## src/rtl/peripheral_bb_pkg.sv

```systemverilog
// Shared Wishbone bus constants and the arbiter FSM state type for the
// peripheral building-block slice.
package peripheral_bb_pkg;

    localparam int AW = 32;
    localparam int DW = 32;

    localparam logic [2:0] CTI_CLASSIC = 3'b000;
    localparam logic [2:0] CTI_INCR    = 3'b010;
    localparam logic [2:0] CTI_EOB     = 3'b111;

    localparam logic [1:0] BTE_LINEAR  = 2'b00;

    typedef enum logic [1:0] {
        ARB_IDLE  = 2'd0,
        ARB_BUSY  = 2'd1,
        ARB_ABORT = 2'd2
    } arb_state_e;

endpackage

```

## src/rtl/peripheral_arbiter_rr.sv

```systemverilog
// Combinational round-robin priority encoder: returns a one-hot grant for the
// first requester at or above ptr, wrapping modulo NM.
module peripheral_arbiter_rr #(
    parameter int NM = 4,
    parameter int IW = (NM > 1) ? $clog2(NM) : 1
) (
    input  logic [NM-1:0] req,
    input  logic [IW-1:0] ptr,
    output logic [NM-1:0] grant,
    output logic [IW-1:0] idx
);

    always_comb begin
        logic [IW-1:0] k;
        k     = '0;
        grant = '0;
        idx   = '0;
        // Walk from farthest to nearest so the nearest requester is written last.
        for (int i = NM - 1; i >= 0; i--) begin
            k = IW'((int'(ptr) + i) % NM);
            if (req[k]) begin
                grant    = '0;
                grant[k] = 1'b1;
                idx      = k;
            end
        end
    end

endmodule

```

## src/rtl/peripheral_arbiter_wb.sv

```systemverilog
// Round-robin Wishbone B3 arbiter sharing one SPRAM slave port between NM
// masters, with a watchdog that terminates stalled transfers with err.
module peripheral_arbiter_wb #(
    parameter int NM      = 4,
    parameter int AW      = peripheral_bb_pkg::AW,
    parameter int DW      = peripheral_bb_pkg::DW,
    parameter int TIMEOUT = 255
) (
    input  logic                   wb_clk_i,
    input  logic                   wb_rst_ni,
    input  logic [NM*AW-1:0]       m_adr_i,
    input  logic [NM*DW-1:0]       m_dat_i,
    input  logic [NM*(DW/8)-1:0]   m_sel_i,
    input  logic [NM-1:0]          m_we_i,
    input  logic [NM-1:0]          m_cyc_i,
    input  logic [NM-1:0]          m_stb_i,
    input  logic [NM*3-1:0]        m_cti_i,
    input  logic [NM*2-1:0]        m_bte_i,
    output logic [DW-1:0]          m_dat_o,
    output logic [NM-1:0]          m_ack_o,
    output logic [NM-1:0]          m_err_o,
    output logic [AW-1:0]          s_adr_o,
    output logic [DW-1:0]          s_dat_o,
    output logic [DW/8-1:0]        s_sel_o,
    output logic                   s_we_o,
    output logic [2:0]             s_cti_o,
    output logic [1:0]             s_bte_o,
    output logic                   s_cyc_o,
    output logic                   s_stb_o,
    input  logic [DW-1:0]          s_dat_i,
    input  logic                   s_ack_i,
    input  logic                   s_err_i
);

    import peripheral_bb_pkg::*;

    localparam int IW = (NM > 1) ? $clog2(NM) : 1;
    localparam int CW = (TIMEOUT > 0) ? $clog2(TIMEOUT + 1) : 1;
    localparam bit WD_EN = (TIMEOUT > 0);
    localparam logic [CW-1:0] WD_LAST = CW'((TIMEOUT > 0) ? TIMEOUT - 1 : 0);
    localparam logic [CW-1:0] WD_MAX  = CW'(TIMEOUT);

    arb_state_e    state;
    logic [NM-1:0] grant;
    logic [NM-1:0] rr_grant;
    logic [IW-1:0] gidx;
    logic [IW-1:0] rr_idx;
    logic [IW-1:0] ptr;
    logic [IW-1:0] ptr_next;
    logic [CW-1:0] wd_cnt;
    logic          busy;
    logic          cyc_g;
    logic          stb_g;
    logic          stall;
    logic          wd_fire;

    peripheral_arbiter_rr #(
        .NM (NM),
        .IW (IW)
    ) u_rr (
        .req   (m_cyc_i),
        .ptr   (ptr),
        .grant (rr_grant),
        .idx   (rr_idx)
    );

    assign busy     = (state == ARB_BUSY);
    assign cyc_g    = |(m_cyc_i & grant);
    assign stb_g    = |(m_stb_i & grant);
    assign stall    = busy & cyc_g & stb_g & ~s_ack_i & ~s_err_i;
    // Firing on the stalled cycle where the count would reach TIMEOUT lets a
    // same-cycle ack win, because that cycle is then not a stall.
    assign wd_fire  = WD_EN & stall & (wd_cnt == WD_LAST);
    assign ptr_next = (gidx == IW'(NM - 1)) ? '0 : gidx + IW'(1);

    always_comb begin
        s_adr_o = '0;
        s_dat_o = '0;
        s_sel_o = '0;
        s_we_o  = 1'b0;
        s_cti_o = '0;
        s_bte_o = '0;
        s_cyc_o = 1'b0;
        s_stb_o = 1'b0;
        m_dat_o = '0;
        m_ack_o = '0;
        m_err_o = '0;
        if (busy) begin
            s_cyc_o = cyc_g;
            s_stb_o = stb_g;
            m_dat_o = s_dat_i;
            for (int k = 0; k < NM; k++) begin
                if (grant[k]) begin
                    s_adr_o    = m_adr_i[k*AW +: AW];
                    s_dat_o    = m_dat_i[k*DW +: DW];
                    s_sel_o    = m_sel_i[k*(DW/8) +: DW/8];
                    s_we_o     = m_we_i[k];
                    s_cti_o    = m_cti_i[k*3 +: 3];
                    s_bte_o    = m_bte_i[k*2 +: 2];
                    m_ack_o[k] = s_ack_i;
                    m_err_o[k] = s_err_i | wd_fire;
                end
            end
        end
    end

    always_ff @(posedge wb_clk_i or negedge wb_rst_ni) begin
        if (!wb_rst_ni) begin
            state  <= ARB_IDLE;
            grant  <= '0;
            gidx   <= '0;
            ptr    <= '0;
            wd_cnt <= '0;
        end else begin
            case (state)
                ARB_IDLE: begin
                    wd_cnt <= '0;
                    if (|m_cyc_i) begin
                        grant <= rr_grant;
                        gidx  <= rr_idx;
                        state <= ARB_BUSY;
                    end
                end
                ARB_BUSY: begin
                    if (!cyc_g) begin
                        state  <= ARB_IDLE;
                        grant  <= '0;
                        ptr    <= ptr_next;
                        wd_cnt <= '0;
                    end else if (wd_fire) begin
                        state  <= ARB_ABORT;
                        wd_cnt <= '0;
                    end else if (stall) begin
                        if (wd_cnt != WD_MAX) begin
                            wd_cnt <= wd_cnt + CW'(1);
                        end
                    end else begin
                        wd_cnt <= '0;
                    end
                end
                ARB_ABORT: begin
                    // Grant is kept so the aborted master's cyc can be watched.
                    if (!cyc_g) begin
                        state <= ARB_IDLE;
                        grant <= '0;
                        ptr   <= ptr_next;
                    end
                end
                default: begin
                    state <= ARB_IDLE;
                    grant <= '0;
                end
            endcase
        end
    end

endmodule

```

## config.mk

```make
export PLATFORM = sky130hd
export DESIGN_NAME = peripheral_arbiter_wb
export DESIGN_NICKNAME = d
export VERILOG_FILES = /design/src/rtl/peripheral_bb_pkg.sv /design/src/rtl/peripheral_arbiter_rr.sv /design/src/rtl/peripheral_arbiter_wb.sv
export SDC_FILE = /design/constraint.sdc
export NUM_CORES = 1
export LEC_CHECK = 0
export BUFFER_PORTS_ARGS = -buffer_cell sky130_fd_sc_hd__buf_2
export CAP_MARGIN = 20
export CORE_AREA = 2 2 178 180
export CTS_CLUSTER_SIZE = 25
export DETAILED_ROUTE_END_ITERATION = 6
export DIE_AREA = 0 0 180 182
export PLACE_DENSITY = 0.42
export SETUP_SLACK_MARGIN = 0.05
export SLEW_MARGIN = 5
export SYNTH_ARGS = -nofsm -noshare
export SYNTH_HDL_FRONTEND = slang
export SYNTH_SLANG_ARGS = --single-unit
```

## constraint.sdc

```tcl
create_clock -name wb_clk_i -period 3.37 [get_ports wb_clk_i]
set_input_delay 0.1685 -clock wb_clk_i [delete_from_list [all_inputs] [get_ports wb_clk_i]]
set_output_delay 0.1685 -clock wb_clk_i [all_outputs]
set_load 0.02 [all_outputs]
```

==> results of run 1 <==
==> state kept, by name, summed over array words and instances, names as in the netlist <==
signal  flops
ptr         2
state       2
gidx        2
grant       4
wd_cnt      8
==> through the flow <==
stage	power, W	setup slack, ns
floorplan	0.00329	1.20
global placement	0.00465	0.924
detailed placement	0.00464	0.874
CTS	0.00493	0.846
global route	0.00531	0.671
finish	0.00489	0.853
==> final cells by class <==
class / count / area, sq um
Timing Repair Buffer: 463 / 2360
Multi-Input combinational cell: 546 / 3570
Sequential cell: 18 / 459
Fill cell: 3573 / 24000
Tap cell: 402 / 503
Antenna cell: 2 / 5.00
Clock buffer: 4 / 88.8
Inverter: 9 / 33.8
==> routing by layer <==
metal	vias to the layer above	wire length [um]
met5	-	0
met4	0	265
met3	16	1370
met2	242	12000
met1	2969	10700
li1	3171	-
==> critical path, delay by kind of cell, from the launching register on <==
| kind | cells | cell delay [ns] |
|---|---|---|
| buffers and inverters | 2 | 0.77 |
| DFF | 1 | 0.83 |
| and+or+nand+nor | 2 | 0.21 |
| AOI/OAI and AO/OA | 1 | 0.22 |
==> cell families (layout without fill, tap and decap cells) <==
group                    count (synthesis)  count (layout)  synth area share [%]
AO/OA/AOI/OAI                          205             205                  32.7
adder cells (fa/ha/maj)                 14              14                  4.05
multiplexers                             9               9                  2.77
AND/OR/NAND/NOR                        318             318                  42.6
other                                    0               2                     0
buffers and inverters                   80             476                  7.51
flip-flops                              18              18                  10.4
==> repair_timing <==
action,4_1_cts,5_1_grt
hold endpoints to repair,18,0
gates resized for setup,0,0
hold buffers,1,0
==> final timing paths <==
kind	slack, ns	startpoint	cells after the start	endpoint
setup / recovery	0.85	grant[3]	5	s_dat_o[8]
hold / removal	0.32	s_err_i	4	wd_cnt[6]
setup reg to reg	0.86	ptr[0]	7	grant[2]
hold reg to reg	0.50	gidx[1]	2	gidx[1]
max in group asynchronous	2.59	wb_rst_ni	2	grant[3]
min in group asynchronous	0.42	wb_rst_ni	2	wd_cnt[6]
==> synth_stat cells, drive strengths merged, types with 3 or more instances <==
master | instances | area [sq um]
inv | 9 | 33.8
buf | 22 | 106
nand2 | 20 | 75.1
o31ai | 3 | 22.5
mux2i | 3 | 30.0
a221oi | 78 | 683
and3 | 5 | 31.3
o21ai | 13 | 65.1
mux2 | 4 | 45.0
and2 | 37 | 231
dfrtp | 18 | 450
clkbuf | 49 | 185
nor3 | 76 | 380
a21oi | 90 | 450
nor2b | 151 | 945
nor4 | 3 | 40.0
nand3 | 6 | 30.0
nor2 | 10 | 37.5
ha | 14 | 175
a22oi | 4 | 40.0
==> power by group through the flow <==
stage                     sequential (W)  combinational, W  clock, W
after floorplan                 0.000298           0.00299         0
after global placement          0.000489           0.00416         0
after detailed placement        0.000486           0.00415         0
after CTS                       0.000483           0.00417  0.000280
after global routing            0.000505           0.00452  0.000286
final                           0.000479           0.00414  0.000268
==> flow_summary.toml, run 1 <==
[sta]
final.min_clock_period_ns = 2.52
hold_viol = 0
setup_viol_count_final = 0
maxSlewViolCount = 0
tns_ns = 0
slew_headroom_pct = 52.7
worst_hold_slack_ns = 0.317
fin_crit_sh_pct = 74.7
finalClockSkew_ns = 0.00260
fmax_mhz = 397
worst_slew_pin_slew_ns = 0.710
rsz0062_at_grt = "false"

[floorplanning]
pin_count = 456
num_rows = 65
fp.coreArea_sq_um = 31000
dieArea_sq_um = 32800
start_util_pct = 14.0
chipHeight_um = 182
die_x_um = 180

[clocking]
clk_latency_ns = 0.25
cts_buffer_depth = 2
cts_tree = "done"
cts_num_sinks = 18
cts-buffers-inserted = 3
htree_levels = 1
path_clk_slew_ns = 0.06
post-cts-setup-buffer-count = 0
clock_tree.root_cell = "clkbuf_16"

[pwr]
p_per_area_nw_per_um2 = 695
leakagePower_nw = 3.39
ir_drop_mv = 0.425
power.internal_w = 0.00209
p_comb_share_pct = 84.7
switchingPower_w = 0.00280
sw_frac_of_total_pct = 57.3
clkPwrFrac_pct = 5.5
power_frac_seq_pct = 9.8

[setup_path]
critPathKind = "flop to primary output"
cp_slowest_cell = "dfrtp_4"
cp.arrival_ns = 2.35
crit_required_ns = 3.20
crit_fanout = 61
crit_chain = "buf_4, nor3_1, a21oi_1, nor2b_1, buf_2"
endpoint_kind = "primary output"
crit_path_start_kind = "flop"
max_stage_delay_ns = 0.83

[global_route]
grt_start_max_net_pins = 86
grtUsageMet3_pct = 1.68
met2_usage_pct = 23.2
top_usage_layer = "met2"
grtUsageMet1_pct = 18.1
grt_pass1_vias = 5956
grt_usage_pct = 13.5
antenna_found_initial = 2
grt_pass1_wl_um = 35500
grt_overflow = 0

[place]
globalplace.congestion = 0.846
hpwl_um = 19100
placed_cell_area_sq_um = 6920
io_buffers = 455
place_inst = 1437

[route]
vias = 6398
drcViolationCount = 0
drt-initial-drc-count = 316
viasPerCell = 4.43
wl_um = 24400
first_pass_iters = 5
ant_nets = 0
wire_per_inst_um = 16.9

[logic_synthesis]
synth.avg_cell_area_sq_um = 6.72
syn_area_sq_um = 4330
synth_seq_cells = 18
synth_top_flop_cell = "dfrtp_1"
yosysSeqAreaShare_pct = 10.4
yosysUniqueCellTypes = 49
synth_edf_count = 0
yosys_warnings = 0
syn-num-nets = 998
syn_inst = 644
synthArstFlopShare_pct = 100

[run_status]
status = "finished clean"

[final_layout]
finish.utilization_pct = 22.7
area_delta_synth_final_pct = 62.3
fin_nets = 1395
fin_cells = 1444
layout_commonest_cell = "buf_2"
finalInstanceArea_sq_um = 7030
layout-drive-gt1-share_pct = 46.8
final_cell_mix = "455 x buf_2, 150 x nor2b_1, 90 x a21oi_1"

[min_path]
holdCritPathClass = "input pin to flop"

[run]
maxCapViolCount = 0
(Power assumes the default switching activity.)
==> run 2: changes to the inputs <==
--- a/config.mk
+++ b/config.mk
@@ -7,11 +7,11 @@
 export LEC_CHECK = 0
 export BUFFER_PORTS_ARGS = -buffer_cell sky130_fd_sc_hd__buf_2
 export CAP_MARGIN = 20
-export CORE_AREA = 2 2 178 180
+export CORE_AREA = 2 2 177 179
 export CTS_CLUSTER_SIZE = 25
 export DETAILED_ROUTE_END_ITERATION = 6
-export DIE_AREA = 0 0 180 182
-export PLACE_DENSITY = 0.42
+export DIE_AREA = 0 0 179 181
+export PLACE_DENSITY = 0.43
 export SETUP_SLACK_MARGIN = 0.05
 export SLEW_MARGIN = 5
 export SYNTH_ARGS = -nofsm -noshare
==> constraint.sdc (replaced) <==
create_clock -name wb_clk_i -period 2.55 [get_ports wb_clk_i]
set_input_delay 0.1275 -clock wb_clk_i [delete_from_list [all_inputs] [get_ports wb_clk_i]]
set_output_delay 0.1275 -clock wb_clk_i [all_outputs]
set_load 0.02 [all_outputs]
==> flow_summary.toml, run 2 (synthesis gave the netlist of run 1 again) <==
[floorplanning]
start_util_pct = 14.3
num_rows = 64
chipHeight_um = 181
die_x_um = 179
dieArea_sq_um = 32400
fp.coreArea_sq_um = 30300
pin_count = 456

[place]
io_buffers = 455
post-place-ws_ns = 0.0950
globalplace.congestion = 0.877
hpwl_um = 19800

[route]
wl_um = 25500
vias = 6469
wire_per_inst_um = 17.6
drcViolationCount = 0
ant_nets = 0
drt-initial-drc-count = 363
first_pass_iters = 5
viasPerCell = 4.46

[setup_path]
r2r_setup_slack_ns = 0.52
critPathKind = "flop to primary output"
crit_required_ns = 2.42
endpoint_kind = "primary output"
r2r_cells = 7
crit_path_start_kind = "flop"
cp.arrival_ns = 2.15
crit_fanout = 23

[pwr]
power.internal_w = 0.00286
power_frac_seq_pct = 7.1
sw_frac_of_total_pct = 56.6
p_comb_share_pct = 87.5
leakagePower_nw = 3.46
clkPwrFrac_pct = 5.4
ir_drop_mv = 0.452
p_per_area_nw_per_um2 = 924
switchingPower_w = 0.00374

[final_layout]
nFillCells = 3429
largest_register_ffs = 8
area_delta_synth_final_pct = 65.1
largest_register = "wd_cnt"
layout-drive-gt1-share_pct = 47.5
fin_nets = 1405
multi_input_area_sq_um = 3580
layout_commonest_cell = "buf_2"
top_regs = "wd_cnt (8), grant (4)"
final_cell_mix = "455 x buf_2, 149 x nor2b_1, 90 x a21oi_1"
seqCellArea_sq_um = 459

[min_path]
holdCritPathClass = "input pin to flop"
hold_depth = 4

[clocking]
clock_tree.root_cell = "clkbuf_16"
cts_num_sinks = 18
cts_tree = "done"
path_clk_slew_ns = 0.06
clk_latency_ns = 0.25
htree_levels = 1
cts-buffers-inserted = 3
cts_buffer_depth = 2

[sta]
slew_headroom_pct = 44.5
rsz0062_at_grt = "false"
worst_hold_slack_ns = 0.289
hold_viol = 0
fmax_mhz = 438
setup_viol_count_final = 0
worst_slew_pin_slew_ns = 0.833
fin_crit_sh_pct = 89.5
tns_ns = 0
finalClockSkew_ns = 0.00320
final.min_clock_period_ns = 2.28
maxSlewViolCount = 0
setup_slack_ns = 0.269

[run]
maxCapViolCount = 0

[global_route]
grt_pass1_vias = 5785
grt_overflow = 0
grt_start_max_net_pins = 152
grt_pass1_wl_um = 35400
antenna_found_initial = 2
grt_usage_pct = 14.0

[run_status]
status = "finished clean"
-- run 2: what timing repair did --
action | 4_1_cts | 5_1_grt
cloned | 0 | 1
hold endpoints to repair | 18 | 0
setup buffers | 0 | 1
setup endpoints to repair | 1 | 12
gates resized for setup | 3 | 1
hold buffers | 1 | 0
-- run 2: power groups by stage --
stage	sequential, W	combinational [W]	clock, W
floorplan	0.000393	0.00395	0
global placement	0.000478	0.00575	0
detailed placement	0.000478	0.00575	0
CTS	0.000473	0.00578	0.000361
global route	0.000487	0.00636	0.000375
finish	0.000470	0.00578	0.000359
-- run 2: final timing paths --
path | start | endpoint
min | s_err_i | wd_cnt[6]
max | grant[1] | s_dat_o[15]
max in group asynchronous | wb_rst_ni | grant[3]
min in group asynchronous | wb_rst_ni | state[1]
max reg2reg | ptr[0] | grant[3]
min reg2reg | gidx[1] | gidx[1]
-- run 2: area by class of cell --
type | count | share of cell area [%]
Multi-Input combinational cell | 546 | 50.1
Clock buffer | 4 | 1.24
Antenna cell | 4 | 0.140
Inverter | 9 | 0.473
Sequential cell | 18 | 6.43
Timing Repair Buffer | 473 | 34.7
Tap cell | 396 | 6.93
-- run 2: metal layers --
metal | track usage (%) | wire length (um)
met4 | 1.72 | 129
met2 | 24.4 | 12700
met5 | 0 | 0
met1 | 19.2 | 11100
met3 | 0.926 | 1580
-- run 2: critical path: stages, from the launching register on --
cell      delay, ns
dfrtp_2        0.58
buf_4          0.36
buf_4          0.26
a221oi_1       0.10
nor3_1         0.20
a21oi_1        0.07
nor2b_1        0.14
buf_2          0.18
-- run 2: stage by stage --
stage | power (W) | utilization [%] | instance area (sq um) | cells
after floorplan | 0.00435 | - | 4330 | 644
after detailed placement | 0.00623 | 23.0 | 6990 | 1439
after global routing | 0.00722 | 23.5 | 7140 | 1448
after CTS | 0.00662 | 23.4 | 7100 | 1444
final | 0.00661 | 23.5 | 7150 | 1450
after global placement | 0.00623 | 23.0 | 6990 | 1439
==> run 3: changes to the inputs <==
--- a/config.mk
+++ b/config.mk
@@ -7,11 +7,13 @@
 export LEC_CHECK = 0
 export BUFFER_PORTS_ARGS = -buffer_cell sky130_fd_sc_hd__buf_2
 export CAP_MARGIN = 20
-export CORE_AREA = 2 2 177 179
+export CELL_PAD_IN_SITES_DETAIL_PLACEMENT = 1
+export CELL_PAD_IN_SITES_GLOBAL_PLACEMENT = 2
+export CORE_AREA = 2 2 178 180
 export CTS_CLUSTER_SIZE = 25
 export DETAILED_ROUTE_END_ITERATION = 6
-export DIE_AREA = 0 0 179 181
-export PLACE_DENSITY = 0.43
+export DIE_AREA = 0 0 180 182
+export PLACE_DENSITY = 0.85
 export SETUP_SLACK_MARGIN = 0.05
 export SLEW_MARGIN = 5
 export SYNTH_ARGS = -nofsm -noshare
==> flow_summary.toml, run 3 (synthesis gave the netlist of run 1 again) <==
[pwr]
power_frac_seq_pct = 6.9
sw_frac_of_total_pct = 56.9
switchingPower_w = 0.00378
power.internal_w = 0.00287
p_comb_share_pct = 87.8
leakagePower_nw = 3.43
ir_drop_mv = 0.503
p_per_area_nw_per_um2 = 933
clkPwrFrac_pct = 5.3

[final_layout]
finish.utilization_pct = 23.0
fin_nets = 1399
final_cell_mix = "455 x buf_2, 150 x nor2b_1, 90 x a21oi_1"
fin_cells = 1446
layout-drive-gt1-share_pct = 47.0
area_delta_synth_final_pct = 64.7
top_regs = "wd_cnt (8), grant (4)"
largest_register = "wd_cnt"
layout_commonest_cell = "buf_2"
diodes = 0
largest_register_ffs = 8

[place]
hpwl_um = 19700
place_inst = 1441
io_buffers = 455
globalplace.congestion = 0.877

[min_path]
min_from = "s_err_i"
hold_depth = 4
min_to = "wd_cnt[6]"
holdCritPathClass = "input pin to flop"

[clocking]
cts_resized = 0
post-cts-setup-buffer-count = 0
clk_latency_ns = 0.25
cts_buffer_depth = 2
clock_tree.root_cell = "clkbuf_16"
postCtsHoldBufs = 1
path_clk_slew_ns = 0.06
cts_num_sinks = 18
htree_levels = 1
cts_tree = "done"
cts-buffers-inserted = 3

[route]
viasPerCell = 4.46
wl_um = 24800
met2_length_um = 12600
wire_per_inst_um = 17.1
ant_nets = 0
vias = 6447
drcViolationCount = 0
wl_met1_um = 10700
dr.max_layer_used = "met4"
first_pass_iters = 4
drt-initial-drc-count = 200
routed-wl-met3_um = 1400

[sta]
fin_crit_sh_pct = 86.0
maxSlewViolCount = 0
tns_ns = 0
hold_viol = 0
rsz0062_at_grt = "false"
slew_headroom_pct = 68.5
setup_viol_count_final = 0
finalClockSkew_ns = 0.00405
worst_slew_pin_slew_ns = 0.472
final.min_clock_period_ns = 2.19
fmax_mhz = 456

[setup_path]
r2r_setup_slack_ns = 0.48
r2r_cells = 7
r2r_end = "grant[0]"
crit_required_ns = 2.42
cp.arrival_ns = 2.06
reg2reg_from = "ptr[0]"
critPathKind = "flop to primary output"
crit_path_start_kind = "flop"
crit_fanout = 74
endpoint_kind = "primary output"

[floorplanning]
pin_count = 456
die_x_um = 180
start_util_pct = 14.0
chipHeight_um = 182
dieArea_sq_um = 32800
num_rows = 65
fp.coreArea_sq_um = 31000

[global_route]
grt_usage_pct = 13.7
grt_start_max_net_pins = 115
grt_pass1_wl_um = 36600
grt_pass1_vias = 6373
grt_overflow = 0
antenna_found_initial = 1

[run]
maxCapViolCount = 0

[run_status]
status = "finished clean"
[run 3: changes by cell type in the layout (fill, tap and decap cells not counted), sizes merged]
cell    change
diode       -4
buf         -5
clkbuf      -1
[run 3: area by class of cell]
type	count	area, sq um
Tap cell	402	503
Fill cell	4004	23900
Inverter	9	33.8
Multi-Input combinational cell	546	3570
Clock buffer	4	88.8
Timing Repair Buffer	467	2470
Sequential cell	18	459
[run 3: worst max-delay path: stages, from the launching register on]
cell      delay, ns
dfrtp_2        0.49
buf_12         0.20
a221oi_1       0.35
nor3_1         0.07
a21oi_1        0.30
nor2b_1        0.09
buf_2          0.17
[run 3: routing by layer]
metal,vias to the layer above,track usage [%]
met3,10,1.58
met5,-,0
met1,3036,18.0
li1,3177,-
met4,0,1.17
met2,224,25.0
[run 3: power groups by stage]
stage | Clock (W) | Sequential (W) | Combinational, W
6_report | 0.000353 | 0.000458 | 0.00584
5_1_grt | 0.000370 | 0.000471 | 0.00640
4_1_cts | 0.000363 | 0.000460 | 0.00593
3_5_place_dp | 0 | 0.000466 | 0.00590
3_3_place_gp | 0 | 0.000464 | 0.00582
2_1_floorplan | 0 | 0.000393 | 0.00395
[run 3: how the worst max path moves through the flow]
stage | slack (ns) | end | depth (start not counted) | from
finish | 0.36 | s_bte_o[1] | 6 | grant[1]
global placement | 0.52 | grant[0] | 7 | ptr[0]
CTS | 0.32 | s_adr_o[26] | 7 | grant[0]
global route | 0.26 | s_adr_o[31] | 7 | grant[0]
floorplan | 0.38 | grant[0] | 9 | ptr[0]
detailed placement | 0.45 | grant[2] | 7 | ptr[0]
[run 3: metrics by stage]
| step | setup slack, ns | area, sq um | total power (W) | hold WS [ns] |
|---|---|---|---|---|
| after CTS | 0.319 | 7130 | 0.00675 | 0.276 |
| after global routing | 0.256 | 7130 | 0.00724 | 0.309 |
| after floorplan | 0.380 | 4330 | 0.00435 | -0.168 |
| after global placement | 0.524 | 7030 | 0.00628 | 0.0980 |
| after detailed placement | 0.453 | 7030 | 0.00636 | 0.101 |
| final | 0.358 | 7130 | 0.00665 | 0.284 |
